[config.mk]
export PLATFORM = sky130hd
export DESIGN_NAME = apb_mem_slave
export DESIGN_NICKNAME = d
export VERILOG_FILES = /design/src/rtl/apb_mem_slave_pkg.sv /design/src/rtl/apb_slave_mem.sv /design/src/rtl/apb_mem_slave.sv
export SDC_FILE = /design/constraint.sdc
export NUM_CORES = 2
export LEC_CHECK = 0
export CORE_ASPECT_RATIO = 0.6
export CORE_MARGIN = 2
export CORE_UTILIZATION = 25
export DETAILED_ROUTE_END_ITERATION = 7
export PLACE_DENSITY_LB_ADDON = 0.15
export SKIP_CTS_REPAIR_TIMING = 1
export SLEW_MARGIN = 20
export SYNTH_ARGS = -nofsm -noshare
export SYNTH_HDL_FRONTEND = slang
export SYNTH_SLANG_ARGS = --single-unit
[constraint.sdc]
create_clock -name apb_clk_i -period 131.2 [get_ports apb_clk_i]
set_clock_uncertainty 0.1 [all_clocks]
set_input_delay 13.12 -clock apb_clk_i [delete_from_list [all_inputs] [get_ports apb_clk_i]]
set_output_delay 13.12 -clock apb_clk_i [all_outputs]
set_load 0.02 [all_outputs]
[src/rtl/apb_mem_slave_pkg.sv]
// ============================================================================
// Module   : apb_mem_slave_pkg
// Brief    : Shared widths, FSM state codes and address-check helper for the
//            APB4 memory completer.
// Revision : 1.0 - initial release
// ============================================================================
`default_nettype none

package apb_mem_slave_pkg;

  localparam int APB_DW = 32;
  localparam int APB_AW = 32;

  typedef enum logic [0:0] {
    ST_IDLE   = 1'b0,
    ST_ACCESS = 1'b1
  } apb_state_e;

  // Misaligned, or beyond the window; the unsigned compare also catches
  // addresses below the base because the subtraction wraps to a huge value.
  function automatic logic addr_err(input logic [APB_AW-1:0] addr,
                                    input logic [APB_AW-1:0] offset,
                                    input logic [APB_AW-1:0] limit);
    return (addr[1:0] != 2'b00) || (offset >= limit);
  endfunction

endpackage

`default_nettype wire

[src/rtl/apb_slave_mem.sv]
// ============================================================================
// Module   : apb_slave_mem
// Brief    : DEPTH x 32-bit word array, asynchronous clear, one combinational
//            read port and one byte-strobe write port.
// Revision : 1.0 - initial release
// ============================================================================
`default_nettype none

module apb_slave_mem
  import apb_mem_slave_pkg::*;
#(
  parameter int DEPTH = 64,
  parameter int IDX_W = 6
) (
  input  logic              clk,
  input  logic              rst,
  input  logic [IDX_W-1:0]  rd_idx,
  output logic [APB_DW-1:0] rd_data,
  input  logic              wr_en,
  input  logic [IDX_W-1:0]  wr_idx,
  input  logic [3:0]        wr_strb,
  input  logic [APB_DW-1:0] wr_data
);

  logic [APB_DW-1:0] r_mem [DEPTH];

  // Read port is purely combinational; the top registers the result.
  assign rd_data = r_mem[rd_idx];

  // Whole array clears on reset; writes touch only strobed bytes.
  always_ff @(posedge clk or posedge rst) begin
    if (rst) begin
      for (int i = 0; i < DEPTH; i++) begin
        r_mem[i] <= '0;
      end
    end else if (wr_en) begin
      for (int b = 0; b < 4; b++) begin
        if (wr_strb[b]) begin
          r_mem[wr_idx][8*b +: 8] <= wr_data[8*b +: 8];
        end
      end
    end
  end

endmodule

`default_nettype wire

[src/rtl/apb_mem_slave.sv]
// ============================================================================
// Module   : apb_mem_slave
// Brief    : APB4 completer backed by a DEPTH x 32 memory, with programmable
//            wait states and PSLVERR on misaligned/out-of-window addresses.
// Revision : 1.0 - initial release
// ============================================================================
`default_nettype none

module apb_mem_slave #(
  parameter logic [31:0] BASE_ADDR   = 32'h0000_0000,
  parameter int          DEPTH       = 64,
  parameter int          WAIT_CYCLES = 0
) (
  input  logic        apb_clk_i,
  input  logic        apb_reset_i,
  input  logic        apb_clk_en_i,
  input  logic [31:0] apb_addr_i,
  input  logic        apb_sel_i,
  input  logic        apb_enable_i,
  input  logic        apb_write_i,
  input  logic [3:0]  apb_strb_i,
  input  logic [2:0]  apb_prot_i,
  input  logic [31:0] apb_wdata_i,
  output logic        apb_ready_o,
  output logic [31:0] apb_rdata_o,
  output logic        apb_slverr_o
);

  import apb_mem_slave_pkg::*;

  localparam int          IDX_W   = $clog2(DEPTH);
  localparam logic [31:0] C_LIMIT = 32'(4 * DEPTH);
  localparam logic [3:0]  C_WAIT  = 4'(WAIT_CYCLES);

  apb_state_e        r_state, w_state_nxt;
  logic [3:0]        r_wcnt, w_wcnt_nxt;
  logic              r_err, w_err_nxt;
  logic              r_write, w_write_nxt;
  logic [IDX_W-1:0]  r_idx, w_idx_nxt;
  logic [APB_DW-1:0] r_rdata, w_rdata_nxt;

  logic [APB_AW-1:0] w_offset;
  logic [IDX_W-1:0]  w_idx_dec;
  logic              w_err_dec;
  logic [APB_DW-1:0] w_mem_rdata;
  logic              w_mem_we;
  logic              w_ready;
  logic              w_unused_prot;

  // PPROT carries no meaning for this memory.
  assign w_unused_prot = ^apb_prot_i;

  // Address decode for the setup phase.
  assign w_offset  = apb_addr_i - BASE_ADDR;
  assign w_idx_dec = w_offset[IDX_W+1:2];
  assign w_err_dec = addr_err(apb_addr_i, w_offset, C_LIMIT);

  // Outputs depend only on registers.
  assign w_ready      = (r_state == ST_ACCESS) && (r_wcnt == 4'd0);
  assign apb_ready_o  = w_ready;
  assign apb_slverr_o = w_ready & r_err;
  assign apb_rdata_o  = r_rdata;

  apb_slave_mem #(
    .DEPTH (DEPTH),
    .IDX_W (IDX_W)
  ) u_mem (
    .clk     (apb_clk_i),
    .rst     (apb_reset_i),
    .rd_idx  (w_idx_dec),
    .rd_data (w_mem_rdata),
    .wr_en   (w_mem_we & apb_clk_en_i),
    .wr_idx  (r_idx),
    .wr_strb (apb_strb_i),
    .wr_data (apb_wdata_i)
  );

  // Next-state, wait counter, latched decode and memory write strobe.
  always_comb begin
    w_state_nxt = r_state;
    w_wcnt_nxt  = r_wcnt;
    w_err_nxt   = r_err;
    w_write_nxt = r_write;
    w_idx_nxt   = r_idx;
    w_rdata_nxt = r_rdata;
    w_mem_we    = 1'b0;
    case (r_state)
      ST_IDLE: begin
        if (apb_sel_i && !apb_enable_i) begin
          w_state_nxt = ST_ACCESS;
          w_wcnt_nxt  = C_WAIT;
          w_err_nxt   = w_err_dec;
          w_write_nxt = apb_write_i;
          w_idx_nxt   = w_idx_dec;
          w_rdata_nxt = (!apb_write_i && !w_err_dec) ? w_mem_rdata : '0;
        end
      end
      ST_ACCESS: begin
        if (!apb_sel_i) begin
          w_state_nxt = ST_IDLE;
          w_wcnt_nxt  = 4'd0;
          w_err_nxt   = 1'b0;
          w_rdata_nxt = '0;
        end else if (r_wcnt != 4'd0) begin
          w_wcnt_nxt = r_wcnt - 4'd1;
        end else if (apb_enable_i) begin
          w_state_nxt = ST_IDLE;
          w_err_nxt   = 1'b0;
          w_rdata_nxt = '0;
          w_mem_we    = r_write && !r_err;
        end
      end
      default: begin
        w_state_nxt = ST_IDLE;
      end
    endcase
  end

  // State registers advance only on qualified edges.
  always_ff @(posedge apb_clk_i or posedge apb_reset_i) begin
    if (apb_reset_i) begin
      r_state <= ST_IDLE;
      r_wcnt  <= 4'd0;
      r_err   <= 1'b0;
      r_write <= 1'b0;
      r_idx   <= '0;
      r_rdata <= '0;
    end else if (apb_clk_en_i) begin
      r_state <= w_state_nxt;
      r_wcnt  <= w_wcnt_nxt;
      r_err   <= w_err_nxt;
      r_write <= w_write_nxt;
      r_idx   <= w_idx_nxt;
      r_rdata <= w_rdata_nxt;
    end
  end

endmodule

`default_nettype wire

# Word level (Yosys, flattened, before mapping)
# Index checks and enable logic that the tools add are counted.
[totals]
input_bits = 77
output_inout_bits = 34
word_cells = 146
reg_bits = 2093
[classes]
bitwise = 5
n_addsub = 1
n_reduce_logical = 16
magnitude_cmp = 4
muxes = 46
n_eq_ne = 4
[ops]
columns = ["cell", "n"]
rows = [
  ["2048-bit 2-to-1 mux", 7],
  ["2048-bit bitwise mux", 4],
  ["32-bit demux with 6-bit select", 4],
  ["32-bit 2-to-1 mux", 8],
  ["32-bit binary-select mux with 6-bit select", 1],
  ["32-bit case mux with 2 select lines", 1],
  ["32-bit by 9-bit greater-or-equal comparator with 1-bit output (second input constant)", 1],
  ["24-bit 2-to-1 mux", 1],
  ["16-bit 2-to-1 mux", 1],
  ["7-bit greater-or-equal comparator (second input constant)", 2],
  ["6-bit NOT with 7-bit output", 2],
  ["1-bit 2-to-1 mux", 12],
  ["4-bit 2-to-1 mux", 3],
  ["8-bit 2-to-1 mux", 1],
  ["4-bit case mux with 2 select lines", 1],
  ["7-bit by 1-bit < comparator with 1-bit output (second input constant)", 1],
  ["3-bit != test (second input constant)", 2],
  ["3-bit AND reduction", 2],
  ["1-bit logical AND", 5],
  ["1-bit logical NOT", 4],
  ["4-bit logical NOT", 1],
  ["1-bit case mux with 2 select lines", 2],
  ["4-bit AND reduction", 1],
  ["4-bit nonzero test", 1],
  ["7 further kinds", 8],
]

# Longest topological paths before layout
[logic_depth]
depth_word = 16
mapped_depth = 10
mapped_depth_nobuf = 7

# Modules after synthesis
# Synthesis repeated with hierarchy kept, for this count alone.
[hier_totals]
hier_cells = 6222
area_unflattened_um2 = 95481.6
[modules_own_cells]
columns = ["mod", "area_each_um2", "cells_each", "instances"]
rows = [
  ["apb_slave_mem", 93544.7, 6079, 1],
  ["apb_mem_slave", 1936.9, 143, 1],
]

# Worst setup path after synthesis
# Ideal clock, no wire load.
[synth_path]
kind = "input to register"
start = "input port apb_addr_i[3]"
end = "register r_rdata[15] (netlist: apb_rdata_o[15])"
arrival_time_ns = 14.848
n_path_buf = 3
slack_ns = 116.123
stages = 8
cell_sequence = "buf_2 -> buf_2 -> buf_4 -> mux4_2 -> mux2i_1 -> mux2i_1 -> a221oi_1 -> o21ai_0"
[synth_between]
elab_chain_cells = 7
[synth_lines]
columns = ["element", "line", "source"]
rows = [
  ["start: declaration", "apb_mem_slave.sv:17", "input logic [31:0] apb_addr_i,"],
  ["32-bit by 9-bit greater-or-equal comparator with 1-bit output / 6-bit NOT with 7-bit output (equally long branches)", "apb_mem_slave_pkg.sv:24, apb_slave_mem.sv:28", ""],
  ["1-bit logical OR / 32-bit binary-select mux with 6-bit select (equally long branches)", "apb_mem_slave_pkg.sv:24, apb_slave_mem.sv:28", ""],
  ["1-bit logical NOT / 32-bit 2-to-1 mux (equally long branches)", "apb_mem_slave.sv:95, apb_slave_mem.sv:28", ""],
  ["1-bit logical AND / 32-bit 2-to-1 mux (equally long branches)", "apb_mem_slave.sv:95, apb_slave_mem.sv:28", ""],
  ["32-bit 2-to-1 mux (*)", "apb_mem_slave.sv:95", "w_rdata_nxt = (!apb_write_i && !w_err_dec) ? w_mem_rdata : '0;"],
  ["32-bit 2-to-1 mux (*)", "apb_mem_slave.sv:89", "if (apb_sel_i && !apb_enable_i) begin"],
  ["32-bit case mux with 2 select lines (*)", "apb_mem_slave.sv:87", "case (r_state)"],
  ["end signal: assignment", "apb_mem_slave.sv:134", "r_rdata <= w_rdata_nxt;"],
  ["end: declaration", "apb_mem_slave.sv:40", "logic [APB_DW-1:0] r_rdata, w_rdata_nxt;"],
]
# Every way passes the cells marked *; elsewhere a longest branch is shown, timed or not. The select of a mux whose other input is x is not followed.
# A chain may end at the register's enable or synchronous reset.

# Worst setup path in the final report
[layout_path]
start = "input port apb_addr_i[4]"
end = "register r_rdata[31] (netlist: apb_rdata_o[31])"
# The elaborated chain is that of the path after synthesis.

==> summary.md <==
| Metric | Value |
|---|---|
| Clk_lat worst skew | approximately 0.9 ns |
| Yosys cell types | between 60 and 70 |
| Number of I/O port buffers | around 110 |
| Clock Tree Root | clkbuf_16 |
| Setup crit start | apb_addr_i[4] |
| Sw frac | 25.4% |
| Initial core utilization | 25.1% |
| P_leak | 0.0533 uW |
| Worst Max-Slew Pin Slew | around 1.2 ns |
| IO Pins | 111 |
| Routed wire length | about 330 mm |
| Fin nets | 6,364 |
| Largest net degree at the start of global routing | 173 |
| CP Class | input port to flop |
| Synth Instances | approximately 6,200 |
| Synth warnings | 0 |
| # DRC | 0 |
| R2r worst-path depth | 9 |
| ANT nets after route | 0 |
| Row count | 177 |
| Worst setup SP type | input port |
| Asr flop ratio synth | 100% |
| Sw Pwr | approximately 350 uW |
| Synth Cell Area | slightly below 100,000 um^2 |
| GPL Wtd Cong | between 0.7 and 0.8 |
| Syn Nets | approximately 6,300 |
| Status | finished, final reports clean |
| Tcrit/Tclk final | between 10% and 20% |
| Maximum vdd drop | around 0.0000094 V |
| Proportion of layout cells with a drive suffix above 1 | 52.4% |
| GRT Overall Usage | between 15 and 20% |
| Gr ovfl total | 0 |
| CTS Buffer Depth | 4 |
| Clk pwr share | between 40 and 50% |
| CTS Sinks | between 2,000 and 2,500 |
| Global-route wire length before repair | between 400 and 500 mm |
| Top_reg_cell synth | dfrtp_1 |
| EDFF count, synth | 0 |
| Max Clock Freq | roughly 57 MHz |
| Post-DP HPWL | approximately 220 mm |
| Chip width | ~800 um |
| Vias after detailed routing | around 55,000 |
| Max Slew Vio Count | 0 |
| Hold Path Origin | apb_rdata_o[14] |
| WP data required | ~130 ns |
| Sequential area share after synthesis | between 50% and 60% |
| Vias in the first global route | about 58,000 |
| P&R area growth vs syn | 14.4% |
| Rel. slew slack | between 20% and 30% |
| Max Cap Viol | 0 |
| Tmin final | ~17 ns |
| Reg-to-Reg Start | r_wcnt[0] |
| Setup Viol. Count Final | 0 |
| Clock-pin slew on the worst setup and hold paths | about 0.06 ns |
| HP Class | flop to flop |
| Pwr Density | about 13 nW/um^2 |
| Pint | about 1000 uW |
| Worst hold slack | ~0.39 ns |
| RSZ-0062 raised after global routing | false |
| Num CTS Buffers | ~220 |
| H-tree Lvls | 4 |
| First drt pass iteration count | 7 |
| Worst hold stages | 2 |
| CTS tree | built |
| Initial antenna violation count | 31 |
| Full die area | 394,000 um^2 |
| Pwr Total | between 1000 and 1500 uW |
| Core Area | between 300,000 and 400,000 um^2 |
| DR WL/cell | ~29 um |
| Flops & latches, synth | roughly 2,100 |
| Setup crit end kind | flop |
| Die Y-Extent | slightly below 500 um |
| Final Hold Fails | 0 |
| Initial DRC count | between 3,000 and 4,000 |
| FILL cells | 38,800 |
| Critical Path AT | ~18 ns |
| Worst-path fanout max | 46 |
| Comb pwr share | approximately 6.7% |
| Via-per-instance ratio | between 4 and 5 |
| Syn avg cell area | around 16 um^2 |
| Setup TNS | 0 ns |
| Flop pwr share | ~47% |
[power by group through the flow]
stage | Clock, uW | Sequential, uW | Combinational [uW]
after floorplan | 0 | 666 | 53.7
after global placement | 0 | 666 | 93.6
after detailed placement | 0 | 666 | 94.4
after CTS | 665 | 654 | 94.6
after global routing | 694 | 655 | 100
final | 644 | 655 | 93.4
[worst paths after layout]
kind,to,slack (ns)
worst max-delay path,apb_rdata_o[31],113.73
worst min-delay path,apb_rdata_o[14],0.39
worst max register to register,u_mem.r_mem[1134],127.36
worst min register to register,apb_rdata_o[14],0.39
max in group asynchronous,u_mem.r_mem[1554],113.81
min in group asynchronous,u_mem.r_mem[123],12.65
[area by class of cell]
type,count,area (um^2),share of cell area (%)
Sequential cell,2093,52400,47.1
Multi-Input combinational cell,3690,42700,38.4
Tap cell,5191,6490,5.85
Clock buffer,326,6450,5.81
Timing Repair Buffer,278,2390,2.15
Clock inverter,53,662,0.596
Inverter,8,37.5,0.0338
Antenna cell,12,30.0,0.0270
[layer usage]
metal,track usage [%],part of all wire [%],vias up
met1,25.3,50,30600
met2,23.5,41,1192
met5,0,0.014,-
li1,-,-,23300
met4,3.41,2.2,8
met3,4.60,7.0,366
[worst max-delay path, stage by stage]
cell      delay (ns)
buf_8           0.35
buf_4           0.62
buf_4           0.58
buf_4           0.59
buf_4           0.70
mux4_2          0.42
mux2i_1         0.16
mux2i_1         0.24
a221oi_1        0.94
o21ai_0         0.17
[kinds of logic (layout without fill, tap and decap cells)]
logic type | after synthesis | count (layout) | share of synthesized area (%)
other | 0 | 12 | 0
adders and majority gates | 1 | 1 | 0.0129
AOI/OAI and AO/OA | 280 | 280 | 2.03
buffers and inverters | 461 | 665 | 2.31
muxes | 2790 | 2790 | 37.1
and+or+nand+nor | 617 | 617 | 4.58
DFF | 2093 | 2093 | 53.9
xor gates and xnor gates | 2 | 2 | 0.0180
[layout by cell type, fill, tap and decap left out, types with 11 or more instances in the layout]
| cell type | synthesis | final |
|---|---|---|
| a211oi_1 | 39 | 39 |
| a21oi_1 | 11 | 11 |
| a221oi_1 | 13 | 13 |
| a22o_1 | 17 | 17 |
| buf_2 | 68 | 32 |
| buf_4 | 73 | 158 |
| bufinv_16 | 0 | 15 |
| clkbuf_1 | 250 | 51 |
| clkbuf_16 | 0 | 220 |
| clkbuf_8 | 0 | 55 |
| clkdlybuf4s50_1 | 0 | 70 |
| clkinv_2 | 0 | 33 |
| dfrtp_1 | 2093 | 2093 |
| diode_2 | 0 | 12 |
| mux2_2 | 2139 | 2139 |
| mux2i_1 | 215 | 214 |
| mux4_2 | 436 | 436 |
| nand2_1 | 160 | 160 |
| nand2_2 | 44 | 40 |
| nand3_1 | 28 | 28 |
| nor2_1 | 65 | 64 |
| nor2_2 | 113 | 114 |
| nor2_8 | 80 | 80 |
| nor2b_1 | 30 | 29 |
| nor4_1 | 19 | 19 |
| o21ai_0 | 42 | 42 |
| o22ai_1 | 83 | 83 |
| o31ai_1 | 11 | 11 |
[flip-flops by register name (all words and copies together), names as in the netlist]
register / cells
u_mem.r_mem: 2048
r_write: 1
r_err: 1
r_state: 1
r_wcnt: 4
r_idx: 6
apb_rdata_o: 32
[synthesized netlist by cell type, types with 65 or more instances]
cell type  count  share of area [%]
clkbuf_1     250               0.97
o22ai_1       83               0.53
buf_4         73               0.56
mux2_2      2139                 25
dfrtp_1     2093                 54
mux2i_1      215                2.2
buf_2         68               0.35
nor2_8        80                1.6
nor2_1        65               0.25
nand2_1      160               0.62
nor2_2       113               0.73
mux4_2       436                 10
[metrics by stage]
stage / instances / area, um^2 / setup WS [ns] / utilization (%)
6_report: 11700 / 111000 / 113.73 / 28.7
5_1_grt: 11600 / 111000 / 113.02 / 28.7
4_1_cts: 11600 / 111000 / 113.57 / 28.7
3_5_place_dp: 11300 / 104000 / 112.61 / 26.8
3_3_place_gp: 11300 / 104000 / 112.69 / 26.8
2_1_floorplan: 6244 / 97100 / 58.85 / -
Note: power is estimated with default switching activity, not from simulation.
